===== src/rtl/fetch_pkg.sv =====
// Shared types and constants for the instruction fetch stage.
// The fetch FSM states, the queue entry layout and a PC alignment helper.
package fetch_pkg;

  localparam int          INSTR_W      = 32;
  localparam int          WORD_OFF     = 2;
  localparam logic [31:0] RESET_PC_DEF = 32'h0000_0000;

  typedef enum logic [1:0] {
    IDLE = 2'd0,
    WAIT = 2'd1,
    DROP = 2'd2
  } state_e;

  typedef struct packed {
    logic [31:0]        pc;
    logic [INSTR_W-1:0] instr;
  } entry_t;

  function automatic logic [31:0] align_pc(input logic [31:0] pc);
    return {pc[31:WORD_OFF], 2'b00};
  endfunction

endpackage


===== src/rtl/fetch_queue.sv =====
// Synchronous prefetch FIFO holding {pc, instr} entries.
// Pointers carry an extra wrap bit so count = wr - rd covers the full range.
module fetch_queue
  import fetch_pkg::*;
#(
  parameter int DEPTH = 2,
  parameter int CNT_W = $clog2(DEPTH) + 1
) (
  input  logic             clock,
  input  logic             reset,
  input  logic             push,
  input  entry_t           push_entry,
  input  logic             pop,
  input  logic             flush,
  output entry_t           head,
  output logic [CNT_W-1:0] count
);

  localparam int PTR_W = $clog2(DEPTH);

  logic [PTR_W:0] wr_q, wr_d;
  logic [PTR_W:0] rd_q, rd_d;
  entry_t         mem_q [DEPTH];
  logic           empty_s, full_s, do_pop_s, do_push_s;

  assign count     = wr_q - rd_q;
  assign empty_s   = (wr_q == rd_q);
  assign full_s    = (wr_q[PTR_W] != rd_q[PTR_W]) && (wr_q[PTR_W-1:0] == rd_q[PTR_W-1:0]);
  assign do_pop_s  = pop && !empty_s;
  assign do_push_s = push && (!full_s || do_pop_s);
  assign head      = mem_q[rd_q[PTR_W-1:0]];

  always_comb begin
    wr_d = wr_q;
    rd_d = rd_q;
    if (flush) begin
      wr_d = '0;
      rd_d = '0;
    end else begin
      if (do_push_s) wr_d = wr_q + {{PTR_W{1'b0}}, 1'b1};
      if (do_pop_s)  rd_d = rd_q + {{PTR_W{1'b0}}, 1'b1};
    end
  end

  always_ff @(posedge clock) begin
    if (reset) begin
      wr_q <= '0;
      rd_q <= '0;
    end else begin
      wr_q <= wr_d;
      rd_q <= rd_d;
    end
  end

  // Storage needs no reset: entries are only visible through count.
  always_ff @(posedge clock) begin
    if (do_push_s && !flush) mem_q[wr_q[PTR_W-1:0]] <= push_entry;
  end

endmodule


===== src/rtl/fetch_unit.sv =====
// Instruction fetch stage: issues single-outstanding req/ack reads, prefetches
// into a small queue and squashes stale responses on core redirects.
module fetch_unit
  import fetch_pkg::*;
#(
  parameter int          DEPTH    = 2,
  parameter int          ADDR_W   = 6,
  parameter logic [31:0] RESET_PC = RESET_PC_DEF
) (
  input  logic              clock,
  input  logic              reset,
  input  logic              redirect,
  input  logic [31:0]       redirect_pc,
  output logic              instr_valid,
  output logic [31:0]       instr_out,
  output logic [31:0]       instr_pc,
  input  logic              instr_ready,
  output logic              mem_req,
  output logic [ADDR_W-1:0] mem_addr,
  input  logic              mem_ack,
  input  logic [31:0]       mem_rdata
);

  localparam int                CNT_W      = $clog2(DEPTH) + 1;
  localparam logic [CNT_W-1:0]  DEPTH_C    = CNT_W'(DEPTH);
  localparam logic [CNT_W-1:0]  ONE_C      = {{(CNT_W-1){1'b0}}, 1'b1};
  localparam logic [ADDR_W-1:0] RESET_ADDR = RESET_PC[ADDR_W+1:WORD_OFF];

  state_e            state_q, state_d;
  logic [31:0]       fetch_pc_q, fetch_pc_d;
  logic              req_q, req_d;
  logic [ADDR_W-1:0] addr_q, addr_d;

  logic [CNT_W-1:0]  count_s, avail_s, after_push_s;
  logic [31:0]       rpc_s, next_pc_s;
  logic              pop_s, push_s, xfer_s;
  entry_t            head_s, push_entry_s;

  assign xfer_s       = req_q && mem_ack;
  assign pop_s        = (count_s != '0) && instr_ready && !redirect;
  assign avail_s      = count_s - (pop_s ? ONE_C : '0);
  assign after_push_s = avail_s + ONE_C;
  assign rpc_s        = align_pc(redirect_pc);
  assign next_pc_s    = fetch_pc_q + 32'd4;
  assign push_entry_s = '{pc: fetch_pc_q, instr: mem_rdata};

  fetch_queue #(.DEPTH(DEPTH), .CNT_W(CNT_W)) u_queue (
    .clock      (clock),
    .reset      (reset),
    .push       (push_s),
    .push_entry (push_entry_s),
    .pop        (pop_s),
    .flush      (redirect),
    .head       (head_s),
    .count      (count_s)
  );

  always_comb begin
    state_d    = state_q;
    fetch_pc_d = fetch_pc_q;
    req_d      = req_q;
    addr_d     = addr_q;
    push_s     = 1'b0;
    case (state_q)
      IDLE: begin
        // A redirect empties the queue, so it can be fetched immediately.
        if (redirect) begin
          fetch_pc_d = rpc_s;
          req_d      = 1'b1;
          addr_d     = rpc_s[ADDR_W+1:WORD_OFF];
          state_d    = WAIT;
        end else if (avail_s < DEPTH_C) begin
          req_d   = 1'b1;
          addr_d  = fetch_pc_q[ADDR_W+1:WORD_OFF];
          state_d = WAIT;
        end else begin
          state_d = IDLE;
        end
      end
      WAIT: begin
        if (redirect) begin
          fetch_pc_d = rpc_s;
          if (xfer_s) begin
            req_d   = 1'b0;
            state_d = IDLE;
          end else begin
            state_d = DROP;
          end
        end else if (xfer_s) begin
          push_s     = 1'b1;
          fetch_pc_d = next_pc_s;
          if (after_push_s < DEPTH_C) begin
            addr_d = next_pc_s[ADDR_W+1:WORD_OFF];
          end else begin
            req_d   = 1'b0;
            state_d = IDLE;
          end
        end else begin
          state_d = WAIT;
        end
      end
      DROP: begin
        // The stale request is still held on the bus until it completes.
        if (redirect) fetch_pc_d = rpc_s;
        else          fetch_pc_d = fetch_pc_q;
        if (xfer_s) begin
          req_d   = 1'b0;
          state_d = IDLE;
        end else begin
          state_d = DROP;
        end
      end
      default: begin
        req_d   = 1'b0;
        state_d = IDLE;
      end
    endcase
  end

  always_ff @(posedge clock) begin
    if (reset) begin
      state_q    <= IDLE;
      fetch_pc_q <= RESET_PC;
      req_q      <= 1'b0;
      addr_q     <= RESET_ADDR;
    end else begin
      state_q    <= state_d;
      fetch_pc_q <= fetch_pc_d;
      req_q      <= req_d;
      addr_q     <= addr_d;
    end
  end

  assign instr_valid = (count_s != '0);
  assign instr_out   = instr_valid ? head_s.instr : 32'h0000_0000;
  assign instr_pc    = instr_valid ? head_s.pc    : 32'h0000_0000;
  assign mem_req     = req_q;
  assign mem_addr    = addr_q;

endmodule


===== config.mk =====
export PLATFORM = sky130hd
export DESIGN_NAME = fetch_unit
export DESIGN_NICKNAME = d
export VERILOG_FILES = /design/src/rtl/fetch_pkg.sv /design/src/rtl/fetch_queue.sv /design/src/rtl/fetch_unit.sv
export SDC_FILE = /design/constraint.sdc
export NUM_CORES = 1
export LEC_CHECK = 0
export BUFFER_PORTS_ARGS = -buffer_cell sky130_fd_sc_hd__buf_2
export CAP_MARGIN = 20
export CORE_MARGIN = 8
export CORE_UTILIZATION = 45
export DETAILED_ROUTE_END_ITERATION = 10
export PLACE_DENSITY = 0.72
export SYNTH_ARGS = -nofsm -noshare
export SYNTH_HDL_FRONTEND = slang
export SYNTH_HIERARCHICAL = 1
export SYNTH_SLANG_ARGS = --single-unit
export TNS_END_PERCENT = 100

===== constraint.sdc =====
create_clock -name clock -period 6.61 [get_ports clock]
set_clock_uncertainty 0.05 [all_clocks]
set_input_delay 1.322 -clock clock [delete_from_list [all_inputs] [get_ports clock]]
set_output_delay 1.322 -clock clock [all_outputs]
set_load 0.05 [all_outputs]

==> results of run 1 <==
## tightest hold or removal path, cell delays in order (launching register included)
cell	delay (ns)
dfxtp_1	0.31
nand2_1	0.05
mux2i_1	0.05
## cell type report
cell class | count | area [sq um] | area share
Sequential cell | 172 | 4730 | 0.487
Multi-Input combinational cell | 455 | 3310 | 0.341
Timing Repair Buffer | 145 | 763 | 0.0786
Clock buffer | 22 | 474 | 0.0488
Tap cell | 234 | 293 | 0.0302
Clock inverter | 10 | 91.3 | 0.00941
Inverter | 13 | 48.8 | 0.00503
## synth_stat cells, drive strengths merged, types with 6 or more instances
cell type  count
nor3          11
inv           13
a21oi         18
and2          76
and3          13
dfxtp         44
buf           21
o211ai        14
nor4          10
nand4         18
mux2          67
a32oi         11
clkbuf        26
a211oi         6
nand3         24
o21ai         20
a31oi         13
nor2          24
mux2i         15
nand2         32
and4           7
edfxtp       128
## registers in the layout, summed over array words and instances (netlist names), named ones only
signal and flops:
fetch_pc_q 30, mem_addr 6, mem_req 1, state_q 2
u_queue/mem_q 128, u_queue/rd_q 2, u_queue/wr_q 2
## kinds of logic (layout without fill, tap and decap cells)
logic type	Yosys count	after routing
DFF	172	172
xor gates and xnor gates	3	3
AOI/OAI and AO/OA	117	117
other	1	4
muxes	82	82
and+or+nand+nor	246	246
adders and majority gates	3	3
buffers and inverters	60	190
## stage by stage
stage	utilization	hold slack, ns	area, sq um	power [mW]	setup TNS [ns]
6_report	0.526	0.412	9710	2.37	0
5_1_grt	0.526	0.438	9710	2.46	0
4_1_cts	0.525	0.417	9690	2.39	0
3_5_place_dp	0.494	0.401	9120	1.45	0
3_3_place_gp	0.493	0.396	9110	1.44	0
2_1_floorplan	-	0.370	8370	1.38	-56.91
## where the power goes
group,switching (mW),internal (mW)
combinational,0.122,0.0733
sequential,0.0437,1.19
clock,0.393,0.547
total,0.559,1.81
## metal layers
layer  global-route usage  routed length (um)
met4               0.0524                 236
met5                    0                   0
met2                0.285                9460
met1                0.206                8150
met3               0.0437                1350
## final timing paths
kind | from | to | slack, ns
max | u_queue/wr_q[0] | instr_pc[13] | 2.82
min | mem_addr[0] | mem_addr[0] | 0.41
max reg2reg | u_queue/wr_q[0] | mem_addr[3] | 3.38
min reg2reg | mem_addr[0] | mem_addr[0] | 0.41
==> reports/metrics.yaml, run 1 <==
pwr:
  power_density_mw_per_mm2: 244
  peakVddDrop_mv: 0.179
  p_leak_nw: 3.61
clock_network:
  cts_tree: "yes"
  clk_pin_slew_worst_paths_ns: 0.07
  cts_resized: 0
  clk_latency_ns: 0.42
  hold_buffers: 0
  clock_sinks: 172
  root_buffer: "clkbuf_16"
  post_cts_buffers: 0
  h-tree-depth: 4
  ctsLongestPathBuffers: 2
  cts_buffers: 17
timing:
  rsz0062_at_grt: "false"
  slew_viol_final: 0
  timing.slew.headroom: 0.364
  fin_crit_sh: 0.573
  fin_crit_ns: 3.79
  setup_slack_ns: 2.82
  hold_viol_final: 0
  fmax_mhz: 264
  setup_viol_count_final: 0
  tightest_slew_ns: 0.950
worst_setup_path:
  cp-end-kind: "output port"
  cp_max_fo: 59
  worst-path-buf-inv: 4
  arrival_ns: 2.42
  path_cells: "inv_1, ha_1, inv_1, or2_2, buf_12, and2_1, buf_2"
  cp-start-kind: "register"
  required_ns: 5.24
  crit_type: "register to output port"
  cp_slowest_stage_delay_ns: 0.40
  slowest_stage: "or2_2"
  crit_family: "buffers and inverters"
  reg2reg_depth: 10
  cpMostUsedCell: "inv_1"
  worst-path-stages: 7
min_path:
  hold_class: "register to register"
  holdPathStages: 2
synth:
  synth_top_cell_by_area: "edfxtp_1"
  synth_area_leaders: "edfxtp_1, dfxtp_1, mux2_2"
  synth_flop_cell: "edfxtp_1"
  synth_mux_area_frac: 0.108
  synth_cell_type_count: 71
  synth_top_family_by_area: "simple AND/OR/NAND/NOR gates"
  synthAdderAreaFrac: 0.00449
  synth-compound-area-share: 0.101
  synth_edf_count: 128
  netlist_area_sq_mm: 0.00836
  synth-simple-area-share: 0.175
  synth_top_area_share: 0.460
  ys_ff_latch: 172
  synth_area_per_cell_sq_um: 12.2
  async_flop_share: 0
  yosysSeqAreaShare: 0.565
  yosysWarnings: 6
  postSynthCellCount: 684
  synth_xor_area_frac: 0.00404
layout:
  antennaDiodeCount: 0
  mostFrequentLayoutCells: "buf_2, edfxtp_1, and2_1"
  drive_above_1_share: 0.326
  layout_commonest_cell: "buf_2"
  layoutNonFillerInstCount: 1051
  synthToLayoutAreaGrowth_pct: 16.1
  nFillCells: 1608
  final_nets: 876
run:
  maxCapViolations: 0
floorplan:
  ios: 141
  dieWidth_um: 152
  rows: 50
  die_h_um: 152
  initial_core_util: 0.453
  core-area_sq_mm: 0.0185
  die_area_sq_mm: 0.0232
place:
  port_buffers: 138
  pre_cts_ws_ns: 2.43
  dp.cells: 1018
  gp_congestion: 0.888
  hpwl_mm: 12.6
routing:
  first_iter_violations: 451
  vias: 6027
  dr.pass1.iters: 7
  ant_nets: 0
  drc: 0
  via_per_inst: 5.73
  drt_wl_total_mm: 19.2
  routedWlPerCell_um: 18.3
global_routing:
  track_usage: 0.168
  grt_pass1_wl_mm: 31.6
  grt_max_degree: 67
  antenna_found_initial: 0
  grt_remaining_overflow: 0
  grt_pass1_vias: 6079
status:
  outcome: "completed"
Note: power is estimated with default switching activity, not from simulation.
==> run 2, diff against run 1 <==
--- a/config.mk
+++ b/config.mk
@@ -10,7 +10,7 @@
 export CORE_MARGIN = 8
 export CORE_UTILIZATION = 45
 export DETAILED_ROUTE_END_ITERATION = 10
-export PLACE_DENSITY = 0.72
+export PLACE_DENSITY = 0.69
 export SYNTH_ARGS = -nofsm -noshare
 export SYNTH_HDL_FRONTEND = slang
 export SYNTH_HIERARCHICAL = 1
==> constraint.sdc (replaced) <==
create_clock -name clock -period 4 [get_ports clock]
set_clock_uncertainty 0.05 [all_clocks]
set_input_delay 0.8 -clock clock [delete_from_list [all_inputs] [get_ports clock]]
set_output_delay 0.8 -clock clock [all_outputs]
set_load 0.05 [all_outputs]
==> reports/metrics.yaml, run 2 (synthesis results as in run 1) <==
routing:
  routedWlPerCell_um: 18.7  # +2.6%
  first_iter_violations: 472  # +4.7%
  vias: 6010  # -0.28%
  dr.pass1.iters: 7  # unchanged
  drc: 0  # unchanged
  drt_wl_total_mm: 19.8  # +2.8%
  ant_nets: 0  # unchanged
  via_per_inst: 5.70  # -0.57%
layout:
  mostFrequentLayoutCells: "buf_2, edfxtp_1, and2_1"
  layout_commonest_cell: "buf_2"
  final_nets: 879  # +0.34%
  antennaDiodeCount: 0  # unchanged
  drive_above_1_share: 0.326  # about the same
  synthToLayoutAreaGrowth_pct: 16.7
  post-route-util: 0.529  # +0.00258
  nFillCells: 1610  # +0.12%
  largest_register_ff_count: 128  # unchanged
floorplan:
  die_h_um: 152  # unchanged
  dieWidth_um: 152  # unchanged
  rows: 50  # unchanged
  core-area_sq_mm: 0.0185  # unchanged
  ios: 141  # unchanged
  die_area_sq_mm: 0.0232  # unchanged
  initial_core_util: 0.453  # unchanged
status:
  outcome: "completed"
clock_network:
  ctsLongestPathBuffers: 2  # unchanged
  post_cts_buffers: 0  # unchanged
  clk_latency_ns: 0.43  # about the same
  cts_buffers: 17  # unchanged
  cts_resized: 0  # unchanged
  root_buffer: "clkbuf_16"
  clk_pin_slew_worst_paths_ns: 0.07  # about the same
  clock_sinks: 172  # unchanged
  hold_buffers: 0  # unchanged
  cts_tree: "yes"
  h-tree-depth: 4  # unchanged
worst_setup_path:
  critPathLaunch: "u_queue/wr_q[0]"
  cp-start-kind: "register"
  cp-endpoint: "instr_pc[19]"
  cp_max_fo: 65  # +10%
  cp-end-kind: "output port"
  reg2reg_depth: 10  # unchanged
  timing.rr.end: "mem_addr[1]"
  reg2reg_slack_ns: 0.77  # -2.61 ns
  crit_type: "register to output port"
  r2r_start: "u_queue/wr_q[0]"
  arrival_ns: 2.58  # +0.16 ns
  required_ns: 3.15  # -2.09 ns
timing:
  fin_crit_ns: 3.43
  timing.slew.headroom: 0.333  # -0.0315
  tightest_slew_ns: 1.00  # +0.0508 ns
  holdWs_ns: 0.413  # +0.000956 ns
  hold_viol_final: 0  # unchanged
  fin_crit_sh: 0.857
  rsz0062_at_grt: "false"
  slew_viol_final: 0  # unchanged
  fmax_mhz: 292
  setup_viol_count_final: 0  # unchanged
run:
  maxCapViolations: 0  # unchanged
global_routing:
  grt_pass1_vias: 5988  # -1.5%
  grt_max_degree: 66  # -1.5%
  grt_remaining_overflow: 0  # unchanged
  antenna_found_initial: 0  # unchanged
  met2_usage: 0.281  # -0.00386
  grt_pass1_wl_mm: 31.8  # +0.55%
  grt_most_used_layer: "met2"
  track_usage: 0.171  # +0.00286
  use_met3: 0.0459  # +0.00227
  grt_use_met1: 0.215  # +0.00937
pwr:
  p_leak_nw: 3.62  # +0.35%
  power_density_mw_per_mm2: 405  # +66%
  power_mw: 3.95  # +67%
  peakVddDrop_mv: 0.320  # +79%
place:
  hpwl_mm: 12.9  # +2.3%
  port_buffers: 138  # unchanged
  gp_congestion: 0.846  # -4.8%
min_path:
  hold_class: "register to register"
-- run 2: report_power, final --
part           leakage (nW)  switching, mW  total [mW]  internal [mW]
sequential             1.52         0.0727        2.04           1.96
combinational          1.83          0.204       0.327          0.123
clock                 0.267          0.669        1.59          0.917
total                  3.62          0.946        3.95           3.00
-- run 2: critical path, stage by stage, from the launching register on --
cell and delay, ns:
dfxtp_1 0.42, inv_1 0.14, ha_1 0.23, xnor2_1 0.22
or2_2 0.16, buf_4 0.42, and2_1 0.22, buf_2 0.28
-- run 2: worst min path at each step --
stage,cells after the start,startpoint,slack [ns],end
2_1_floorplan,0,fetch_pc_q[6],0.37,u_queue/mem_q[0][38]
3_3_place_gp,2,mem_addr[4],0.40,mem_addr[4]
3_5_place_dp,2,mem_addr[4],0.40,mem_addr[4]
4_1_cts,2,mem_addr[5],0.41,mem_addr[5]
5_1_grt,2,mem_addr[0],0.43,mem_addr[0]
6_report,2,mem_addr[5],0.41,mem_addr[5]
-- run 2: metrics by stage --
step | cell area [sq um] | setup slack, ns | instances | TNS, ns
finish | 9760 | 0.573 | 1054 | 0
global route | 9760 | 0.366 | 1054 | 0
CTS | 9760 | 0.516 | 1054 | 0
detailed placement | 9200 | 0.820 | 1022 | 0
global placement | 9200 | 0.872 | 1022 | 0
floorplan | 8380 | -0.697 | 687 | -89.25
-- run 2: layer usage --
layer  wire length (um)  share of wire  vias to the layer above
li1                   -              -                     2862
met1               8710           0.44                     2898
met2               9410           0.48                      226
met3               1390          0.070                       24
met4                238          0.012                        0
met5                  0              0                        -
-- run 2: area by class of cell --
class,instances,area [sq um],share of cell area
flip-flops and latches,172,4730,0.484
multi-input cells,455,3320,0.341
repair buffers,148,803,0.0823
clock buffers,21,440,0.0451
well taps,234,293,0.0300
clock inverters,11,120,0.0123
inverters,13,48.8,0.00500
==> run 3, diff against run 2 <==
--- a/config.mk
+++ b/config.mk
@@ -7,9 +7,11 @@
 export LEC_CHECK = 0
 export BUFFER_PORTS_ARGS = -buffer_cell sky130_fd_sc_hd__buf_2
 export CAP_MARGIN = 20
+export CORE_ASPECT_RATIO = 0.7
 export CORE_MARGIN = 8
 export CORE_UTILIZATION = 45
 export DETAILED_ROUTE_END_ITERATION = 10
+export GPL_TIMING_DRIVEN = 0
 export PLACE_DENSITY = 0.69
 export SYNTH_ARGS = -nofsm -noshare
 export SYNTH_HDL_FRONTEND = slang
==> reports/metrics.yaml, run 3 (synthesis results as in run 1) <==
pwr:
  seqPwrFrac: 0.499  # -0.017
  comb_power_share: 0.094  # +0.011
  p_leak_nw: 3.83  # +5.8%
  p_switching_mw: 1.01  # +7.3%
  peakVddDrop_mv: 0.289  # -9.6%
  sw_frac_of_total: 0.250  # +0.0109
  p_int_mw: 3.04  # +1.1%
  power_mw: 4.05  # +2.6%
  power_density_mw_per_mm2: 400  # -1.3%
  clock_power_share: 0.407  # +0.005
layout:
  synthToLayoutAreaGrowth_pct: 21.3
  final_nets: 924  # +5.1%
  antennaDiodeCount: 0  # unchanged
  layout_commonest_cell: "buf_2"
  largest_register_ff_count: 128  # unchanged
  nFillCells: 1547  # -3.9%
  multi_input_area_sq_mm: 0.00332  # unchanged
  post-route-cell-area_sq_mm: 0.0101  # +3.9%
  drive_above_1_share: 0.340  # +0.0143
  regArea_sq_mm: 0.00472  # about the same
  mostFrequentLayoutCells: "buf_2, edfxtp_1, and2_1"
  layoutNonFillerInstCount: 1101  # +4.5%
clock_network:
  ctsLongestPathBuffers: 2  # unchanged
  clock_sinks: 172  # unchanged
  cts_resized: 0  # unchanged
  cts_tree: "yes"
  clk_pin_slew_worst_paths_ns: 0.06  # about the same
  post_cts_buffers: 3  # +3
  hold_buffers: 0  # unchanged
  clk_latency_ns: 0.43  # about the same
  cts_buffers: 17  # unchanged
  h-tree-depth: 4  # unchanged
  root_buffer: "clkbuf_16"
worst_setup_path:
  required_ns: 3.15  # about the same
  cp_max_fo: 12  # -82%
  cp-end-kind: "output port"
  arrival_ns: 2.72  # +0.14 ns
  reg2reg_slack_ns: 0.55  # -0.22 ns
  timing.rr.end: "mem_addr[5]"
  reg2reg_depth: 10  # unchanged
  crit_type: "register to output port"
  r2r_start: "u_queue/wr_q[0]"
  cp-start-kind: "register"
place:
  dpl_cell_area_sq_mm: 0.00953  # +3.7%
  gp_congestion: 0.946  # +12%
  pre_cts_ws_ns: -0.152  # -0.971 ns
  port_buffers: 138  # unchanged
  hpwl_mm: 15.6  # +21%
  dp.cells: 1067  # +4.4%
global_routing:
  track_usage: 0.188  # +0.0170
  antenna_found_initial: 0  # unchanged
  grt_pass1_wl_mm: 33.7  # +6.0%
  grt_pass1_vias: 5940  # -0.80%
  grt_max_degree: 20  # -70%
  grt_remaining_overflow: 0  # unchanged
routing:
  vias: 6274  # +4.4%
  drt_wl_total_mm: 21.9  # +11%
  routedWlPerCell_um: 19.9  # +6.2%
  ant_nets: 0  # unchanged
  first_iter_violations: 702  # +49%
  via_per_inst: 5.70  # about the same
  dr.pass1.iters: 6  # -1
  drc: 0  # unchanged
min_path:
  hold_class: "register to register"
  holdPathStages: 0  # -2
  hp-start: "fetch_pc_q[6]"
  whs_endpoint: "u_queue/mem_q[1][38]"
timing:
  setup_slack_ns: 0.430  # -0.143 ns
  timing.slew.headroom: 0.391  # +0.0583
  hold_viol_final: 0  # unchanged
  setup_viol_count_final: 0  # unchanged
  holdWs_ns: 0.407  # -0.00598 ns
  fin_crit_sh: 0.893  # +0.0359
  fmax_mhz: 280  # -4.0%
  fin_crit_ns: 3.57  # +0.143 ns
  tightest_slew_ns: 0.911  # -0.0895 ns
  rsz0062_at_grt: "false"
  slew_viol_final: 0  # unchanged
floorplan:
  dieWidth_um: 179  # +17%
  ios: 141  # unchanged
  die_h_um: 130  # -15%
  initial_core_util: 0.462  # +0.00867
  core-area_sq_mm: 0.0181  # -1.9%
  rows: 41  # -18%
  die_area_sq_mm: 0.0233  # +0.30%
run:
  maxCapViolations: 0  # unchanged
status:
  outcome: "completed"
==> run 3: per-layer routing <==
layer | wire length [um] | share of wire | track usage | up-vias
met1 | 9990 | 0.46 | 0.272 | 2977
met2 | 9090 | 0.41 | 0.261 | 309
met5 | 0 | 0 | 0 | -
li1 | - | - | - | 2961
met3 | 2390 | 0.11 | 0.0554 | 27
met4 | 438 | 0.020 | 0.0654 | 0
==> run 3: metrics by stage <==
stage / setup TNS [ns] / util
5_1_grt: 0 / 0.560
3_3_place_gp: -394.82 / 0.517
6_report: 0 / 0.560
2_1_floorplan: -89.25 / -
4_1_cts: 0 / 0.560
3_5_place_dp: -3.51 / 0.526
==> run 3: layout make-up <==
type,instances,share of cell area
clock inverter,14,0.0155
multi-input combinational,455,0.328
clock buffer,18,0.0423
inverter,13,0.00481
sequential,172,0.466
tap,236,0.0291
buffer,46,0.0289
timing repair buffer,147,0.0854
==> run 3: how the worst max path moves through the flow <==
| stage | startpoint | to | slack, ns | cells past startpoint |
|---|---|---|---|---|
| floorplan | u_queue/wr_q[0] | u_queue/mem_q[0][0] | -0.70 | 9 |
| global placement | u_queue/wr_q[0] | u_queue/mem_q[1][22] | -3.11 | 9 |
| detailed placement | u_queue/wr_q[0] | u_queue/mem_q[1][27] | -0.15 | 11 |
| CTS | u_queue/wr_q[0] | instr_pc[4] | 0.39 | 7 |
| global route | u_queue/wr_q[0] | instr_pc[7] | 0.21 | 7 |
| finish | u_queue/wr_q[0] | instr_pc[4] | 0.43 | 7 |
==> run 3: worst max-delay path, stage by stage (launching register included) <==
cell and delay [ns]:
dfxtp_1 0.41, inv_1 0.14, ha_1 0.23, xnor2_1 0.22, or2_2 0.41, clkbuf_1 0.40
and2_1 0.21, buf_2 0.27
==> run 3: power by group through the flow <==
stage,sequential [mW],clock [mW],combinational (mW)
finish,2.02,1.65,0.379
detailed placement,2.06,0,0.371
global route,2.03,1.76,0.407
floorplan,2.08,0,0.213
global placement,2.06,0,0.363
CTS,2.02,1.68,0.374
